$ cat src/rtl/riscv_instr_line_buffer.sv
// riscv_instr_line_buffer
// Small fully-associative L0 instruction line buffer placed between the
// prefetch buffer and instruction memory. Hits are answered with one-cycle
// latency. A miss refills the whole line from memory, one word at a time,
// with a single request outstanding.
//
// Ports:
//   clk, rst_n                       clock, synchronous active-low reset
//   instr_req_i / instr_addr_i       fetch request and address from the prefetcher
//   instr_gnt_o                      request accepted this cycle (combinational)
//   instr_rvalid_o / instr_rdata_o   response one cycle after the grant
//   instr_err_o                      response carries a bus error
//   flush_i                          invalidate all lines (fence.i)
//   mem_req_o / mem_addr_o           refill word request and word address
//   mem_gnt_i                        memory accepted the request
//   mem_rvalid_i / mem_rdata_i       refill word returned by memory
//   mem_err_i                        refill word carries a bus error
//   busy_o                           refill in progress or response pending
module riscv_instr_line_buffer #(
  parameter int NUM_LINES  = 2,
  parameter int LINE_WORDS = 4
) (
  input  logic        clk,
  input  logic        rst_n,
  input  logic        instr_req_i,
  input  logic [31:0] instr_addr_i,
  output logic        instr_gnt_o,
  output logic        instr_rvalid_o,
  output logic [31:0] instr_rdata_o,
  output logic        instr_err_o,
  input  logic        flush_i,
  output logic        mem_req_o,
  output logic [31:0] mem_addr_o,
  input  logic        mem_gnt_i,
  input  logic        mem_rvalid_i,
  input  logic [31:0] mem_rdata_i,
  input  logic        mem_err_i,
  output logic        busy_o
);

  localparam int OFF    = $clog2(LINE_WORDS);
  localparam int LIDX_W = $clog2(NUM_LINES);
  localparam int TAG_W  = 30 - OFF;

  localparam logic [1:0] IDLE        = 2'd0;
  localparam logic [1:0] REFILL_REQ  = 2'd1;
  localparam logic [1:0] REFILL_WAIT = 2'd2;

  logic [1:0]              state_reg;
  logic [NUM_LINES-1:0]    valid_reg;
  logic [TAG_W-1:0]        tag_mem [NUM_LINES];
  logic [31:0]             data_mem [NUM_LINES*LINE_WORDS];
  logic [OFF-1:0]          cnt_reg;
  logic [LIDX_W-1:0]       ptr_reg;
  logic [LIDX_W-1:0]       victim_reg;
  logic [TAG_W-1:0]        refill_tag_reg;
  logic                    line_err_reg;
  logic                    flush_pending_reg;
  logic                    err_pending_reg;
  logic                    rvalid_reg;
  logic                    err_reg;
  logic [31:0]             rdata_reg;

  logic [TAG_W-1:0]        req_tag;
  logic [OFF-1:0]          req_word;
  logic [OFF-1:0]          word_sel;
  logic [NUM_LINES-1:0]    line_hit;
  logic [LIDX_W-1:0]       hit_idx;
  logic [31:0]             rd_word;
  logic                    hit;
  logic                    err_hit;
  logic                    is_idle;
  logic                    gnt_hit;
  logic                    gnt_err;
  logic                    start_refill;
  logic                    wait_word;
  logic                    last_word;
  logic                    line_err_next;
  logic [1:0]              unused_addr_bits;

  assign req_tag          = instr_addr_i[31:OFF+2];
  assign req_word         = instr_addr_i[OFF+1:2];
  assign unused_addr_bits = instr_addr_i[1:0];

  // Tag comparators, one per line.
  for (genvar gi = 0; gi < NUM_LINES; gi++) begin : g_hit
    assign line_hit[gi] = valid_reg[gi] & (tag_mem[gi] == req_tag);
  end

  // At most one line can match, so a plain encoder is enough.
  always_comb begin
    hit_idx = '0;
    for (int i = 0; i < NUM_LINES; i++) begin
      if (line_hit[i]) hit_idx = LIDX_W'(i);
    end
  end

  assign hit     = |line_hit;
  assign rd_word = data_mem[{hit_idx, req_word}];
  assign is_idle = (state_reg == IDLE);

  // A line whose refill just ended in error is invalid, but it still earns
  // exactly one error response if it is requested in the very first IDLE cycle.
  assign err_hit      = err_pending_reg & (refill_tag_reg == req_tag);
  assign gnt_hit      = is_idle & instr_req_i & ~flush_i & hit;
  assign gnt_err      = is_idle & instr_req_i & ~flush_i & ~hit & err_hit;
  assign start_refill = is_idle & instr_req_i & ~flush_i & ~hit & ~err_hit;
  assign instr_gnt_o  = gnt_hit | gnt_err;

  assign wait_word     = (state_reg == REFILL_WAIT) & mem_rvalid_i;
  assign last_word     = (cnt_reg == OFF'(LINE_WORDS - 1));
  assign line_err_next = line_err_reg | mem_err_i;

  // The next word is requested in the same cycle the previous one returns,
  // so in REFILL_WAIT the address already points at cnt+1.
  assign mem_req_o  = (state_reg == REFILL_REQ) | (wait_word & ~last_word);
  assign word_sel   = (state_reg == REFILL_WAIT) ? cnt_reg + 1'b1 : cnt_reg;
  assign mem_addr_o = mem_req_o ? {refill_tag_reg, word_sel, 2'b00} : 32'h0;

  assign instr_rvalid_o = rvalid_reg;
  assign instr_rdata_o  = rdata_reg;
  assign instr_err_o    = err_reg;
  assign busy_o         = ~is_idle | rvalid_reg;

  // Line storage: data and tags need no reset, validity lives in valid_reg.
  always_ff @(posedge clk) begin
    if (rst_n && wait_word) begin
      data_mem[{victim_reg, cnt_reg}] <= mem_rdata_i;
      if (last_word) tag_mem[victim_reg] <= refill_tag_reg;
    end
  end

  always_ff @(posedge clk) begin
    if (!rst_n) begin
      state_reg         <= IDLE;
      valid_reg         <= '0;
      cnt_reg           <= '0;
      ptr_reg           <= '0;
      victim_reg        <= '0;
      refill_tag_reg    <= '0;
      line_err_reg      <= 1'b0;
      flush_pending_reg <= 1'b0;
      err_pending_reg   <= 1'b0;
      rvalid_reg        <= 1'b0;
      err_reg           <= 1'b0;
      rdata_reg         <= 32'h0;
    end else begin
      rvalid_reg      <= instr_gnt_o;
      rdata_reg       <= gnt_hit ? rd_word : 32'h0;
      err_reg         <= gnt_err;
      err_pending_reg <= 1'b0;
      if (flush_i) valid_reg <= '0;

      case (state_reg)
        IDLE: begin
          flush_pending_reg <= 1'b0;
          if (start_refill) begin
            refill_tag_reg     <= req_tag;
            victim_reg         <= ptr_reg;
            valid_reg[ptr_reg] <= 1'b0;
            cnt_reg            <= '0;
            line_err_reg       <= 1'b0;
            state_reg          <= REFILL_REQ;
          end
        end
        REFILL_REQ: begin
          if (flush_i) flush_pending_reg <= 1'b1;
          if (mem_gnt_i) state_reg <= REFILL_WAIT;
        end
        REFILL_WAIT: begin
          if (flush_i) flush_pending_reg <= 1'b1;
          if (mem_rvalid_i) begin
            line_err_reg <= line_err_next;
            if (!last_word) begin
              cnt_reg   <= cnt_reg + 1'b1;
              state_reg <= mem_gnt_i ? REFILL_WAIT : REFILL_REQ;
            end else begin
              // A flush seen at any point of the refill leaves the line invalid.
              valid_reg[victim_reg] <= ~line_err_next & ~flush_pending_reg & ~flush_i;
              ptr_reg               <= ptr_reg + 1'b1;
              cnt_reg               <= '0;
              err_pending_reg       <= line_err_next;
              state_reg             <= IDLE;
            end
          end
        end
        default: state_reg <= IDLE;
      endcase
    end
  end

endmodule

$ cat config.mk
export PLATFORM = sky130hd
export DESIGN_NAME = riscv_instr_line_buffer
export DESIGN_NICKNAME = d
export VERILOG_FILES = /design/src/rtl/riscv_instr_line_buffer.sv
export SDC_FILE = /design/constraint.sdc
export NUM_CORES = 1
export LEC_CHECK = 0
export ABC_AREA = 1
export BUFFER_PORTS_ARGS = -buffer_cell sky130_fd_sc_hd__buf_4
export CAP_MARGIN = 20
export CORE_UTILIZATION = 43
export CTS_CLUSTER_SIZE = 25
export DETAILED_ROUTE_END_ITERATION = 8
export PLACE_DENSITY_LB_ADDON = 0.3
export SYNTH_ARGS = -nofsm -noshare
export SYNTH_HDL_FRONTEND = slang
export SYNTH_SLANG_ARGS = --single-unit
$ cat constraint.sdc
create_clock -name clk -period 4.2 [get_ports clk]
set_input_delay 0.21 -clock clk [delete_from_list [all_inputs] [get_ports clk]]
set_output_delay 0.21 -clock clk [all_outputs]
set_load 0.03 [all_outputs]
# ---- Yosys cells after proc, flatten, opt, wreduce, memory -nomap -nowiden
# Memories as Yosys holds them, arrays and structs flattened. A register that Yosys moved wholly into a read port is not among the register bits.
# Index checks and enable logic that the tools add are counted.
# Widths: inputs -> output; s select.
dict set report op_classes {
  reduce_logical 16
  n_eq_ne 10
  muxes 34
  n_addsub 2
  magnitude_cmp 4
  n_bitwise 26
}
# op n
set op_table {}
lappend op_table {{$eq 28x28->1} 3}
lappend op_table {{$mux 32} 1}
lappend op_table {{$mux 2} 14}
lappend op_table {{$and 1x1->1} 13}
lappend op_table {{$mux 1} 11}
lappend op_table {{$reduce_and 3->1} 3}
lappend op_table {{$pmux 2 s2} 2}
lappend op_table {{$not 1->1} 7}
lappend op_table {{$pmux 2 s3} 1}
lappend op_table {{$reduce_and 2->1} 3}
lappend op_table {{$eq 2x2->1 const B} 2}
lappend op_table {{$lt 1x2->1 const B} 2}
lappend op_table {{$ne 2x1->1 const B} 2}
lappend op_table {{$ne 2x2->1 const B} 2}
lappend op_table {{$or 1x1->1} 4}
lappend op_table {{$pmux 1 s2} 2}
lappend op_table {{$reduce_and 4->1} 1}
lappend op_table {{$reduce_bool 2->1} 2}
lappend op_table {{$reduce_or 2->1} 2}
lappend op_table {{$logic_and 1x1->1} 3}
lappend op_table {{$add 2x1->2 const B} 1}
lappend op_table {{$and 2x2->2} 1}
lappend op_table {{$bwmux 2} 1}
lappend op_table {{$demux 1 s1} 2}
lappend op_table {{6 further kinds} 7}
dict set report totals {
  ram_bits 312
  register_bits 41
  n_memories 2
  output_inout_bits 69
}
# memory depth word_bits rd rd_clocked_by_memory_dff wr line
set mem_list {}
lappend mem_list {data_mem 8 32 1 1 1 52} ;# logic [31:0] data_mem [NUM_LINES*LINE_WORDS];
lappend mem_list {tag_mem 2 28 2 0 1 51} ;# logic [TAG_W-1:0] tag_mem [NUM_LINES];

# ---- Logic depth before layout (Yosys ltp)
dict set report depth {
  depth_word 8
  depth_mapped 15
}

# ---- Worst setup path before layout
# OpenSTA, ideal clock, no wires.
dict set report synth_path {
  path_kind {reg2reg}
  startpoint {register state_reg[0]}
  endpoint {memory tag_mem[0][0] (netlist name) (enable)}
  period_less_slack_ns 3.364
  arrival_ns 2.916
  path_slack_ns 0.836
  path_stages_with_launch 6
  cell_sequence {dfxtp_1 -> inv_1 -> ha_1 -> clkbuf_1 -> nand2_1 -> nor3_1}
}
dict set report synth_between {
  elab_chain_len 5
}
# element line
set synth_rtl {}
lappend synth_rtl {{start, declared} 49} ;# logic [1:0] state_reg;
lappend synth_rtl {{start signal, assigned} 176} ;# state_reg <= mem_gnt_i ? REFILL_WAIT : REFILL_REQ;
lappend synth_rtl {{$eq 2x2->1} 110} ;# assign wait_word = (state_reg == REFILL_WAIT) & mem_rvalid_i;
lappend synth_rtl {{$and 1x1->1} 110}
lappend synth_rtl {{$logic_and 1x1->1} 127} ;# if (rst_n && wait_word) begin
lappend synth_rtl {{$mux 1} 127}
lappend synth_rtl {{$mux 1 (implied by the code)} 129} ;# if (last_word) tag_mem[victim_reg] <= refill_tag_reg;
lappend synth_rtl {{end, declared} 51}
# No other way between the ends.

# ---- Worst setup path after layout
dict set report layout_path {
  startpoint {register state_reg[0]}
  endpoint {output mem_addr_o[3]}
}
dict set report layout_between {
  elab_chain_len 5
  elab_cells_between_ends 7
}
# element line
set layout_rtl {}
lappend layout_rtl {{$eq 2x2->1} {110, 117}}
lappend layout_rtl {{$and 1x1->1} 110}
lappend layout_rtl {{$and 1x1->1} 116} ;# assign mem_req_o = (state_reg == REFILL_REQ) | (wait_word & ~last_word);
lappend layout_rtl {{$or 1x1->1} 116}
lappend layout_rtl {{$mux 32 (*)} 118} ;# assign mem_addr_o = mem_req_o ? {refill_tag_reg, word_sel, 2'b00} : 32'h0;
lappend layout_rtl {{end, declared} 33} ;# output logic [31:0] mem_addr_o,
# Mark *: on every way between the ends. The rest lies on a longest branch, timed or not.

==> results.json <==
{
  "hpwl_um": 24310,
  "stdcell_count": 2190,
  "largest_register_ffs": 256,
  "yosysTopAreaCell": "edfxtp_1",
  "yosysTopAreaCellShare": 0.5843,
  "p_leak_nw": 7.213,
  "max_freq_mhz": 350.5,
  "crit_start": "state_reg[0]$_SDFFE_PN0P_",
  "core_area_sq_um": 36610,
  "hold_start": "flush_i",
  "hold_violations": 0,
  "cp_max_fo": 25,
  "worst_ep_arrival_time_ps": 2640,
  "holdBufCountCts": 43,
  "firstDrtPassIters": 7,
  "postRouteAntennaNets": 0,
  "io_pins": 140,
  "synth.yosys.seq_area_share": 0.6754,
  "ys_top_cells_by_area": "edfxtp_1 (58%), dfxtp_1 (9.1%), nand2_1 (6.5%), nor2_1 (5.5%), o21ai_0 (4.9%)",
  "num_vias": 11460,
  "vias_per_cell": 5.233,
  "htree_levels": 2,
  "grt_use_met2": 0.3612,
  "cts_buffers": 41,
  "globalRouteMet1Util": 0.2765,
  "critical_path.most_common_cell": "inv_1",
  "cap_violations": 0,
  "worstMarginPinSlew_ps": 767.3,
  "endpoint_kind": "primary output",
  "finClkSkew_ps": 29.94,
  "cts.path.max_buffers": 3,
  "slew_viol_final": 0,
  "critical_path_class": "reg -> out",
  "period_needed_ps": 2853,
  "slew_headroom": 0.4884,
  "grt_max_degree": 78,
  "wirelength_um": 40510,
  "cts_sinks": 385,
  "fp-row-count": 70,
  "slowest_stage": "dfxtp_1",
  "rsz0062_at_grt": "no",
  "ys_ff_latch": 385,
  "start_kind": "flop",
  "clkTransAtPathRegs_ps": 60,
  "die_height_um": 195.1,
  "grt_pass1_wl_um": 61620,
  "portBuffers": 135,
  "synth-async-reset-ratio": 0,
  "synth.most_common_cell": "edfxtp_1",
  "dr.first_iter.drc_count": 906,
  "syn_area_per_cell_sq_um": 10.58,
  "post_cts_buffers": 0,
  "cts_root_buffer": "clkbuf_16",
  "first_global_vias": 11040,
  "grt_overflow": 0,
  "hp-class": "in -> reg",
  "met3_usage": 0.03351,
  "synthCells": 1516,
  "finalSetupTns_ps": 0,
  "die_width_um": 195.1,
  "finalWeightedCongestion": 0.9604,
  "ys_top_cells_by_count": "edfxtp_1 (312), nand2_1 (277), nor2_1 (235)",
  "cp_cell_sequence": "inv_1 > ha_1 > nand2_1 > inv_1 > a21oi_2 > buf_4 > inv_1 > nand2_1 > inv_1 > buf_4",
  "syn-cell-area_sq_um": 16040,
  "synth-edff-count": 312,
  "r2r-start": "state_reg[0]$_SDFFE_PN0P_",
  "finalCritPeriodShare": 0.6793,
  "initial_core_util": 0.4380,
  "area_delta_synth_final_pct": 20.51,
  "largest-register": "data_mem",
  "timing.hold.ws_ps": 18.46,
  "yosys_warnings": 0,
  "antenna_found_initial": 2,
  "dp_cells": 2070,
  "vdd_drop_max_v": 0.0003581,
  "synth_cell_types": 39,
  "required_ps": 3990,
  "setup_viol": 0,
  "post_cts_resized": 0,
  "clock_latency_ps": 550,
  "synth_flop_cell": "edfxtp_1",
  "p_per_area_nw_per_um2": 451.6,
  "drc": 0,
  "grt_use_total": 0.2114,
  "final_core_util": 0.5279,
  "nNetsFinal": 1765,
  "outcome": "complete, no violations",
  "drive_above_1_share": 0.1674,
  "wire_per_inst_um": 18.50,
  "cpPeakStageDelay_ps": 360,
  "cts_tree": "built",
  "die_area_sq_um": 38070,
  "top_usage_layer": "met2"
}
layout make-up:
| type | count | area [sq um] |
|---|---|---|
| diodes | 2 | 5.005 |
| clock inverters | 18 | 150.1 |
| well taps | 468 | 585.6 |
| fillers | 3208 | 17290 |
| flip-flops and latches | 385 | 10830 |
| clock buffers | 56 | 1154 |
| inverters | 136 | 511.7 |
| repair buffers | 198 | 1619 |
| multi-input cells | 927 | 4469 |
path summary, 6_finish.rpt:
| check | depth (start not counted) | slack, ps | end |
|---|---|---|---|
| worst min-delay path | 3 | 20 | flush_pending_reg$_SDFFE_PN0P_ |
| worst min register to register | 2 | 470 | line_err_reg$_SDFFE_PN0P_ |
| worst max-delay path | 10 | 1350 | mem_addr_o[3] |
| worst max register to register | 7 | 1540 | data_mem[4][3]$_DFFE_PP_ |
layer usage:
layer	wire, um	up-vias
met5	0	-
met4	872	0
met3	2265	64
met2	20040	337
met1	17330	5505
li1	-	5554
layout by cell type, fill, tap and decap left out, types with 3 or more instances in the layout:
cell type / netlist / routed
a21oi_1: 46 / 45
a21oi_2: 29 / 30
buf_4: 2 / 153
clkbuf_1: 53 / 9
clkbuf_16: 0 / 42
clkbuf_8: 0 / 5
clkinv_1: 6 / 7
clkinv_2: 0 / 12
dfxtp_1: 73 / 73
dlygate4sd3_1: 0 / 43
edfxtp_1: 312 / 312
ha_1: 5 / 5
inv_1: 109 / 108
inv_2: 21 / 21
nand2_1: 277 / 277
nand3_1: 17 / 17
nand4_1: 23 / 23
nor2_1: 235 / 227
nor2_4: 2 / 10
nor3_1: 8 / 6
nor4_1: 3 / 3
o21ai_0: 158 / 158
o21ai_1: 15 / 15
o22ai_1: 71 / 71
xnor2_1: 16 / 16
xor2_1: 5 / 5
report_power, final:
| group | internal, mW | total [mW] | switching, mW |
|---|---|---|---|
| combinational | 0.314 | 0.947 | 0.633 |
| sequential | 4.23 | 4.31 | 0.0741 |
| clock | 2.00 | 3.47 | 1.47 |
| total | 6.55 | 8.73 | 2.18 |
critical path, delay by kind of cell (launching register included):
kind,cells,cell delay [ps]
compound gates,1,290
fa+ha+maj,1,350
simple gates,2,270
flops,1,360
buf+inv,6,840
kinds of logic after synthesis:
logic type                 count (synthesis)  synth area share
DFF                                      385            0.6754
adders and majority gates                  5          0.003901
other                                      1         0.0002339
AOI/OAI and AO/OA                        324            0.1144
buffers and inverters                    205           0.05072
xor gates and xnor gates                  21           0.01147
and+or+nand+nor                          575            0.1439
through the flow:
stage | setup WS [ps] | instance area, sq um | power (mW)
final | 1347 | 19320 | 8.728
after global routing | 1084 | 19320 | 9.047
after CTS | 1326 | 19300 | 8.789
after detailed placement | 1183 | 17570 | 5.294
after global placement | 1249 | 17570 | 5.276
after floorplan | 835.6 | 16040 | 4.947
(Power assumes the default switching activity.)
